===== src/rtl/dac_ramp_interp_pkg.sv =====
// Shared types and width helpers for the DAC ramp interpolator.
// Module widths: DELTA_W = DAC_WIDTH+1, ACC_W = DAC_WIDTH+LOG2_STEPS+1.
package spgd_dac_pkg;

    typedef enum logic {
        IDLE = 1'b0,
        RAMP = 1'b1
    } ramp_state_e;

    localparam int unsigned DEF_DAC_WIDTH = 12;
    localparam int unsigned DEF_NUM_STEPS = 1024;

    function automatic int unsigned clog2(input int unsigned value);
        int unsigned r;
        r = 0;
        for (int unsigned i = 0; i < 32; i++) begin
            if ((64'd1 << i) < 64'(value)) r = i + 1;
        end
        return r;
    endfunction

    function automatic int unsigned delta_width(input int unsigned dac_width);
        return dac_width + 1;
    endfunction

    function automatic int unsigned acc_width(input int unsigned dac_width,
                                              input int unsigned num_steps);
        return dac_width + clog2(num_steps) + 1;
    endfunction

endpackage


===== src/rtl/dac_ramp_interp_if.sv =====
// Setpoint/sample bus between the SPGD control logic (master) and the ramp interpolator (slave).
interface dac_ramp_interp_if
    import spgd_dac_pkg::*;
#(
    parameter int unsigned DAC_WIDTH = DEF_DAC_WIDTH
) ();

    logic                        en;
    logic                        in_valid;
    logic signed [DAC_WIDTH-1:0] in_data;
    logic                        in_ready;
    logic                        done;
    logic signed [DAC_WIDTH-1:0] data_out;

    modport master (
        output en, in_valid, in_data,
        input  in_ready, done, data_out
    );

    modport slave (
        input  en, in_valid, in_data,
        output in_ready, done, data_out
    );

endinterface


===== src/rtl/dac_ramp_acc.sv =====
// Ramp datapath: latched delta, fixed-point accumulator (sample << LOG2_STEPS) and step counter.
// A load performs the first step in the same cycle so the ramp output moves one clock after accept.
module dac_ramp_acc
    import spgd_dac_pkg::*;
#(
    parameter int unsigned DAC_WIDTH = DEF_DAC_WIDTH,
    parameter int unsigned NUM_STEPS = DEF_NUM_STEPS
) (
    input  logic                        clk,
    input  logic                        rst,
    input  logic                        load,
    input  logic                        step,
    input  logic                        realign,
    input  logic signed [DAC_WIDTH-1:0] target,
    output logic signed [DAC_WIDTH-1:0] sample,
    output logic                        last_step
);

    localparam int unsigned LOG2_STEPS = clog2(NUM_STEPS);
    localparam int unsigned DELTA_W    = delta_width(DAC_WIDTH);
    localparam int unsigned ACC_W      = acc_width(DAC_WIDTH, NUM_STEPS);

    logic signed [DELTA_W-1:0]    delta_q, delta_d, new_delta;
    logic signed [ACC_W-1:0]      acc_q, acc_d;
    logic        [LOG2_STEPS-1:0] cnt_q, cnt_d;

    assign sample    = acc_q[LOG2_STEPS +: DAC_WIDTH];
    assign last_step = (cnt_q == LOG2_STEPS'(NUM_STEPS - 1));

    always_comb begin
        delta_d   = delta_q;
        acc_d     = acc_q;
        cnt_d     = cnt_q;
        new_delta = {target[DAC_WIDTH-1], target} - {sample[DAC_WIDTH-1], sample};
        if (load) begin
            delta_d = new_delta;
            acc_d   = acc_q + {{LOG2_STEPS{new_delta[DELTA_W-1]}}, new_delta};
            cnt_d   = LOG2_STEPS'(1);
        end else if (step) begin
            acc_d = acc_q + {{LOG2_STEPS{delta_q[DELTA_W-1]}}, delta_q};
            cnt_d = cnt_q + 1'b1;
        end else if (realign) begin
            // drop the fraction so the next ramp starts exactly at the held sample
            acc_d = {acc_q[ACC_W-1:LOG2_STEPS], {LOG2_STEPS{1'b0}}};
        end
    end

    always_ff @(posedge clk or posedge rst) begin
        if (rst) begin
            delta_q <= '0;
            acc_q   <= '0;
            cnt_q   <= '0;
        end else begin
            delta_q <= delta_d;
            acc_q   <= acc_d;
            cnt_q   <= cnt_d;
        end
    end

endmodule


===== src/rtl/dac_ramp_interp.sv =====
// Expands each accepted DAC setpoint into NUM_STEPS per-clock samples ramping linearly to it.
// Build option: DAC_RAMP_OFFSET_BINARY_EN inverts the output MSB for offset-binary DACs.
module dac_ramp_interp
    import spgd_dac_pkg::*;
#(
    parameter int unsigned DAC_WIDTH = DEF_DAC_WIDTH,
    parameter int unsigned NUM_STEPS = DEF_NUM_STEPS
) (
    input  logic              CLK,
    input  logic              RST,
    dac_ramp_interp_if.slave  bus
);

    ramp_state_e                 state_q, state_d;
    logic                        done_q, done_d;
    logic                        load, step, realign, last_step;
    logic signed [DAC_WIDTH-1:0] sample;

    assign bus.in_ready = (state_q == IDLE) && bus.en && !RST;
    assign bus.done     = done_q;

    always_comb begin
        state_d = state_q;
        done_d  = 1'b0;
        load    = 1'b0;
        step    = 1'b0;
        realign = 1'b0;
        if (!bus.en) begin
            state_d = IDLE;
            realign = 1'b1;
        end else begin
            unique case (state_q)
                IDLE: begin
                    if (bus.in_valid) begin
                        load    = 1'b1;
                        state_d = RAMP;
                    end
                end
                RAMP: begin
                    step = 1'b1;
                    if (last_step) begin
                        state_d = IDLE;
                        done_d  = 1'b1;
                    end
                end
                default: state_d = IDLE;
            endcase
        end
    end

    always_ff @(posedge CLK or posedge RST) begin
        if (RST) begin
            state_q <= IDLE;
            done_q  <= 1'b0;
        end else begin
            state_q <= state_d;
            done_q  <= done_d;
        end
    end

    dac_ramp_acc #(
        .DAC_WIDTH (DAC_WIDTH),
        .NUM_STEPS (NUM_STEPS)
    ) u_acc (
        .clk       (CLK),
        .rst       (RST),
        .load      (load),
        .step      (step),
        .realign   (realign),
        .target    (bus.in_data),
        .sample    (sample),
        .last_step (last_step)
    );

`ifdef DAC_RAMP_OFFSET_BINARY_EN
    assign bus.data_out = {~sample[DAC_WIDTH-1], sample[DAC_WIDTH-2:0]};
`else
    assign bus.data_out = sample;
`endif

endmodule


===== src/flat_wrapper.sv =====
// flat-port wrapper written by rule: the top's interface ports become plain ports
module dac_ramp_interp_flat import spgd_dac_pkg::*;
#(
    parameter int unsigned DAC_WIDTH = DEF_DAC_WIDTH,
    parameter int unsigned NUM_STEPS = DEF_NUM_STEPS
)
  (CLK, RST, bus_en, bus_in_valid, bus_in_data, bus_in_ready, bus_done, bus_data_out);
  dac_ramp_interp_if #(.DAC_WIDTH(DAC_WIDTH)) bus_i ();
  input  logic CLK;
  input  logic RST;
  input wire logic [$bits(bus_i.en)-1:0] bus_en;
  input wire logic [$bits(bus_i.in_valid)-1:0] bus_in_valid;
  input wire logic [$bits(bus_i.in_data)-1:0] bus_in_data;
  output wire logic [$bits(bus_i.in_ready)-1:0] bus_in_ready;
  output wire logic [$bits(bus_i.done)-1:0] bus_done;
  output wire logic [$bits(bus_i.data_out)-1:0] bus_data_out;
  assign bus_i.en = bus_en;
  assign bus_i.in_valid = bus_in_valid;
  assign bus_i.in_data = bus_in_data;
  assign bus_in_ready = bus_i.in_ready;
  assign bus_done = bus_i.done;
  assign bus_data_out = bus_i.data_out;
  dac_ramp_interp #(.DAC_WIDTH(DAC_WIDTH), .NUM_STEPS(NUM_STEPS)) u_core (.CLK(CLK), .RST(RST), .bus(bus_i));
endmodule

===== config.mk =====
export PLATFORM = sky130hd
export DESIGN_NAME = dac_ramp_interp_flat
export DESIGN_NICKNAME = d
export VERILOG_FILES = /design/src/rtl/dac_ramp_interp_pkg.sv /design/src/rtl/dac_ramp_interp_if.sv /design/src/rtl/dac_ramp_acc.sv /design/src/rtl/dac_ramp_interp.sv /design/src/flat_wrapper.sv
export SDC_FILE = /design/constraint.sdc
export NUM_CORES = 1
export LEC_CHECK = 0
export BUFFER_PORTS_ARGS = -buffer_cell sky130_fd_sc_hd__buf_2
export CORE_MARGIN = 3
export CORE_UTILIZATION = 51
export CTS_CLUSTER_DIAMETER = 100
export DETAILED_ROUTE_END_ITERATION = 16
export PLACE_DENSITY = 0.72
export SLEW_MARGIN = 40
export SYNTH_ARGS = -nofsm -noshare
export SYNTH_HDL_FRONTEND = slang
export SYNTH_SLANG_ARGS = --single-unit

===== constraint.sdc =====
create_clock -name CLK -period 4.4 [get_ports CLK]
set_input_delay 1.32 -clock CLK [delete_from_list [all_inputs] [get_ports CLK]]
set_output_delay 1.32 -clock CLK [all_outputs]
set_load 0.005 [all_outputs]

[After elaboration in Yosys (flattened, before gate mapping)]
Index checks and enable logic that the tools add are counted.
Storage, ports and cells
  output and inout bits: 14
  flip-flop bits (word level): 48
  bits of input ports: 16
Cells by class
  bitwise gates (word level): 1
  add/sub/neg operators: 4
  muxes and demuxes: 16
  reductions and logical operators: 4
  equal/unequal tests: 2
Operators with widths (count)
  23-bit adder: 2
  23-bit 2-to-1 mux: 2
  10-bit 2-to-1 mux: 3
  12-bit by 12-bit subtractor with 13-bit output: 1
  10-bit by 1-bit adder with 10-bit output (second input constant): 1
  10-bit equality test (second input constant): 1
  1-bit 2-to-1 mux: 10
  3-bit by 1-bit != test with 1-bit output (second input constant): 1
  1-bit logical AND: 2
  1-bit case mux with 2 select lines: 1
  2-bit nonzero test: 1
  1-bit zero test: 1
  1-bit NOT: 1

[Logic depth before layout (Yosys ltp)]
  depth in word-level cells: 4
  mapped depth: 20

[Hierarchy]
From an unflattened synthesis, not the netlist that was laid out.
Unflattened totals
  cells, all modules: 548
  area, all modules: 4670.7 sq um
By module, submodules not included
  dac_ramp_acc: sequential area each 1126.1 sq um, area an instance 4574.4 sq um, cells each 538, instances 1
  dac_ramp_interp: sequential area each 50.0 sq um, area an instance 96.3 sq um, cells each 10, instances 1

[Least setup slack after synthesis]
OpenSTA, ideal clock, no wires.
  path kind: input to register
  start point: in bus_in_data[0]
  end point: reg u_core.u_acc.acc_q[21]
  setup time: 0.080 ns
  path buffers: 0
  slack: -0.709 ns
  stages: 19
  data arrival time: 5.029 ns
  data required time: 4.320 ns
  path through: inv_1 -> ha_1 -> fa_1 -> nor2b_1 -> o31a_1 -> o31a_1 -> o211ai_1 -> nand2_1 -> a21oi_1 -> ha_1 -> a2111o_1 -> a31oi_1 -> o31ai_1 -> a21o_1 -> a21o_1 -> a31oi_1 -> xnor2_1 -> a22oi_2 -> xnor2_1
Between the ends
  longest elaborated chain between the ends: 3
Ends and longest elaborated chain
  from (decl): RTL line flat_wrapper.sv:13  | input wire logic [$bits(bus_i.in_data)-1:0] bus_in_data;
  12-bit by 12-bit subtractor with 13-bit output: RTL line dac_ramp_acc.sv:34  | new_delta = {target[DAC_WIDTH-1], target} - {sample[DAC_WIDTH-1], sample};
  net u_core.u_acc.new_delta[12]: RTL line dac_ramp_acc.sv:23  | logic signed [DELTA_W-1:0] delta_q, delta_d, new_delta;
  23-bit adder: RTL line dac_ramp_acc.sv:37  | acc_d = acc_q + {{LOG2_STEPS{new_delta[DELTA_W-1]}}, new_delta};
  23-bit 2-to-1 mux: RTL line dac_ramp_acc.sv:35  | if (load) begin
  to (signal assigned): RTL line dac_ramp_acc.sv:51  | acc_q <= '0;
  to (signal assigned): RTL line dac_ramp_acc.sv:55  | acc_q <= acc_d;
  to (decl): RTL line dac_ramp_acc.sv:24  | logic signed [ACC_W-1:0] acc_q, acc_d;
The timed path passes the listed nets, and every way through them passes these cells.
A chain may end at the register's enable or synchronous reset.

[Final worst setup path]
Same ends and word-level chain as after synthesis.

==> impl_metrics.csv <==
group,metric,value,unit
detailed_routing,drt_first_pass_iters,5,
floorplan,y_dimension_of_the_die,101.1,um
worst_setup_path,reg2reg_slack,380,ps
placement,gp_congestion,0.9740,
sta,timing.final.crit_share,106.2,%
worst_setup_path,critPathRequiredTime,4600,ps
detailed_routing,initialDrtViolationCount,222,
status,failed_checks,"negative setup slack",
final_layout,multi_input_comb_area,3470,sq um
sta,final_critical_path_setup_slack,-274.6,ps
final_layout,seqCellArea,1176,sq um
final_layout,syn2layout_area_growth,27.01,%
logic_synthesis,post_synth_inst_count,552,
logic_synthesis,cells_taking_the_most_area_after_synthesis,"dfrtp_1, ha_1, nand2_1, o21ai_0, xnor2_1",
detailed_routing,num_vias,4576,
placement,port_buffers,29,
placement,post_dp_cell_area,5404,sq um
cts,clock_sinks,47,
worst_setup_path,setup.worst_path.start_class,"input pin",
worst_setup_path,timing.critical_path.arrival,4870,ps
logic_synthesis,syn_area,4613,sq um
cts,worst_setup_hold_path_clk_slew,100,ps
logic_synthesis,syn_area_per_cell,8.357,sq um
logic_synthesis,yosysSeqAreaShare,25.49,%
cts,number_of_buffers_between_clock_root_and_the_deepest_sink,2,
cts,cts_tree,"built",
logic_synthesis,ys.flop_type,"dfrtp_1",
final_layout,finalInstanceArea,5859,sq um
detailed_routing,routed_wirelength,13480,um
cts,clk_latency,310,ps
grt,grt_use_total,26.62,%
logic_synthesis,synth_warnings,0,
detailed_routing,antenna_violating_nets_post_route,0,
grt,grt-ovfl-total,0,
grt,initial_antenna_violation_count,0,
status,status,"finished, violations left",
logic_synthesis,synth-edff-count,0,
grt,first_global_vias,4578,
grt,grt_first_pass_wirelength,21690,um
sta,finalCriticalPeriod,4675,ps
cts,cts_htree_levels,2,
sta,hold_viol_final,0,
sta,unrepaired_setup_endpoints_after_global_routing,"true",
cts,ctsHoldBuffers,0,
floorplan,die_w,101.1,um
final_layout,final_layout_size_suffix_gt1_share,28.18,%
sta,final-max-slew-violation-count,0,
worst_setup_path,path_max_fanout,6,
cts,clock-root-buffer,"clkbuf_8",
detailed_routing,remaining_drc_errors,0,
cts,tritoncts.num_buffers,5,
worst_hold_path,hp-class,"reg -> reg",
sta,fmax,213.9,MHz
detailed_routing,routed_via_density,6.013,
logic_synthesis,asyncSetResetFlopFracSynth,100.0,%
logic_synthesis,ys_types,63,
sta,skew,8.459,ps
placement,dpl.hpwl,10020,um
floorplan,boundaryPins,30,
logic_synthesis,postSynthNetCount,629,
sta,worst_slew_pin_slew,825.8,ps
final_layout,final_nets,729,
run,max_cap_violations,0,
detailed_routing,avgRoutedWirePerCell,17.71,um
sta,maxSlewHeadroom,44.95,%
final_layout,fillerInstances,713,
floorplan,initial_utilization,52.64,%
worst_setup_path,path_class,"in -> reg",
worst_setup_path,setup.worst_path.end_class,"flip-flop",
final_layout,diodes,0,
logic_synthesis,yosys.area.top_type,"dfrtp_1",
grt,grt_start_max_net_pins,48,
floorplan,rows,34,
logic_synthesis,post-synth-top-area-fraction,25.49,%
floorplan,total_die_area,10220,sq um
sta,timing.final.setup_violations,10,
floorplan,core_area,8763,sq um
logic_synthesis,synth.ff_latch_count,47,
==> cell families after synthesis <==
| group | count (synthesis) | synth area share (%) |
|---|---|---|
| AO/OA/AOI/OAI | 176 | 25.33 |
| XOR/XNOR | 40 | 7.594 |
| adder cells (fa/ha/maj) | 61 | 17.03 |
| buffers and inverters | 52 | 5.397 |
| flip-flops | 47 | 25.50 |
| multiplexers | 7 | 1.654 |
| AND/OR/NAND/NOR | 169 | 17.49 |
==> area by class of cell <==
class / count / share of cell area (%)
Tap cell: 108 / 2.306
Timing Repair Buffer: 118 / 14.82
Multi-Input combinational cell: 453 / 59.21
Clock buffer: 5 / 1.174
Clock inverter: 3 / 0.4271
Inverter: 27 / 1.986
Sequential cell: 47 / 20.07
==> cell usage in the layout (no fill, tap or decap), drive strengths merged, types with 3 or more instances in the layout <==
cell      n
xnor2    25
o211ai    9
o221ai    3
a21o     16
a22oi     8
dfrtp    47
mux2      5
or4       3
or2       3
clkbuf    5
or3       3
nor3      6
o21ai    52
o31ai     5
nor2     31
a211oi    7
o22ai     4
xor2     15
inv      29
and2      4
a31oi     8
ha       58
nand4     7
a21oi    34
buf     118
and3     10
fa        3
nand3    13
nor2b     6
nand2b    9
o21bai    7
o31a      3
nand2    67
o21a      7
==> layer usage <==
metal,vias up,GRT usage [%],wire length [um]
met5,-,0,0
met4,0,8.282,419
met3,37,2.491,568
met2,127,47.69,6726
met1,2208,33.72,5766
li1,2204,-,-
==> timing repair <==
item / CTS / global route
buffers inserted: 14 / 6
pin swaps: 26 / 33
resized for setup: 24 / 28
endpoints found under the setup margin: 11 / 12
==> stage by stage <==
step	setup TNS, ps	util, %	hold slack [ps]	std cells	setup slack [ps]
floorplan	-850.4	-	446.9	552	-214.0
global placement	-6358	61.64	463.8	736	-677.0
detailed placement	-7861	61.66	470.9	736	-779.8
CTS	-1975	65.11	499.2	757	-325.9
global route	-3306	66.86	510.6	761	-432.5
finish	-1655	66.86	492.4	761	-274.6
==> sequential cells by signal, summed over array words and instances, names as in the netlist <==
register              flops
u_core.u_acc.cnt_q       10
u_core.bus.done           1
u_core.state_q            1
u_core.u_acc.acc_q       22
u_core.u_acc.delta_q     13
==> synth_stat cells (8+ instances only) <==
cell / n
a21oi_1: 33
and3_1: 10
inv_1: 27
nor2_1: 31
dfrtp_1: 47
o21ai_0: 46
buf_4: 12
clkbuf_1: 9
o211ai_1: 8
nand2b_1: 9
xor2_1: 15
xnor2_1: 25
nand3_1: 13
nand2_1: 67
a21o_1: 16
ha_1: 58
==> worst max-delay path: stages <==
cell and delay, ps:
buf_8 110, inv_12 40, ha_4 120, fa_2 230, nor2b_2 60, o31a_1 270, o31a_1 280, o211ai_1 230
nand2_2 130, a21oi_4 250, buf_6 140, buf_12 110, ha_1 180, nor2_1 70, o21ba_2 210, o31ai_2 310
a21o_1 120, a21o_1 140, a31oi_2 100, xnor2_1 200, a22oi_2 100, xnor2_1 140
==> path summary, 6_finish.rpt <==
check                                                   start                                 end  cells after the start
max                                            bus_in_data[0]  u_core.u_acc.acc_q[21]$_DFFE_PP0P_                     22
min                        u_core.u_acc.acc_q[21]$_DFFE_PP0P_  u_core.u_acc.acc_q[21]$_DFFE_PP0P_                      1
max reg2reg                u_core.u_acc.acc_q[12]$_DFFE_PP0P_  u_core.u_acc.acc_q[21]$_DFFE_PP0P_                     20
min reg2reg                u_core.u_acc.acc_q[21]$_DFFE_PP0P_  u_core.u_acc.acc_q[21]$_DFFE_PP0P_                      1
max in group asynchronous                                 RST   u_core.u_acc.acc_q[8]$_DFFE_PP0P_                      2
min in group asynchronous                                 RST   u_core.u_acc.acc_q[1]$_DFFE_PP0P_                      2
Power is left out: the tool's default activity adds up to more than one toggle a clock period on the data nets, which glitch-free logic cannot reach.
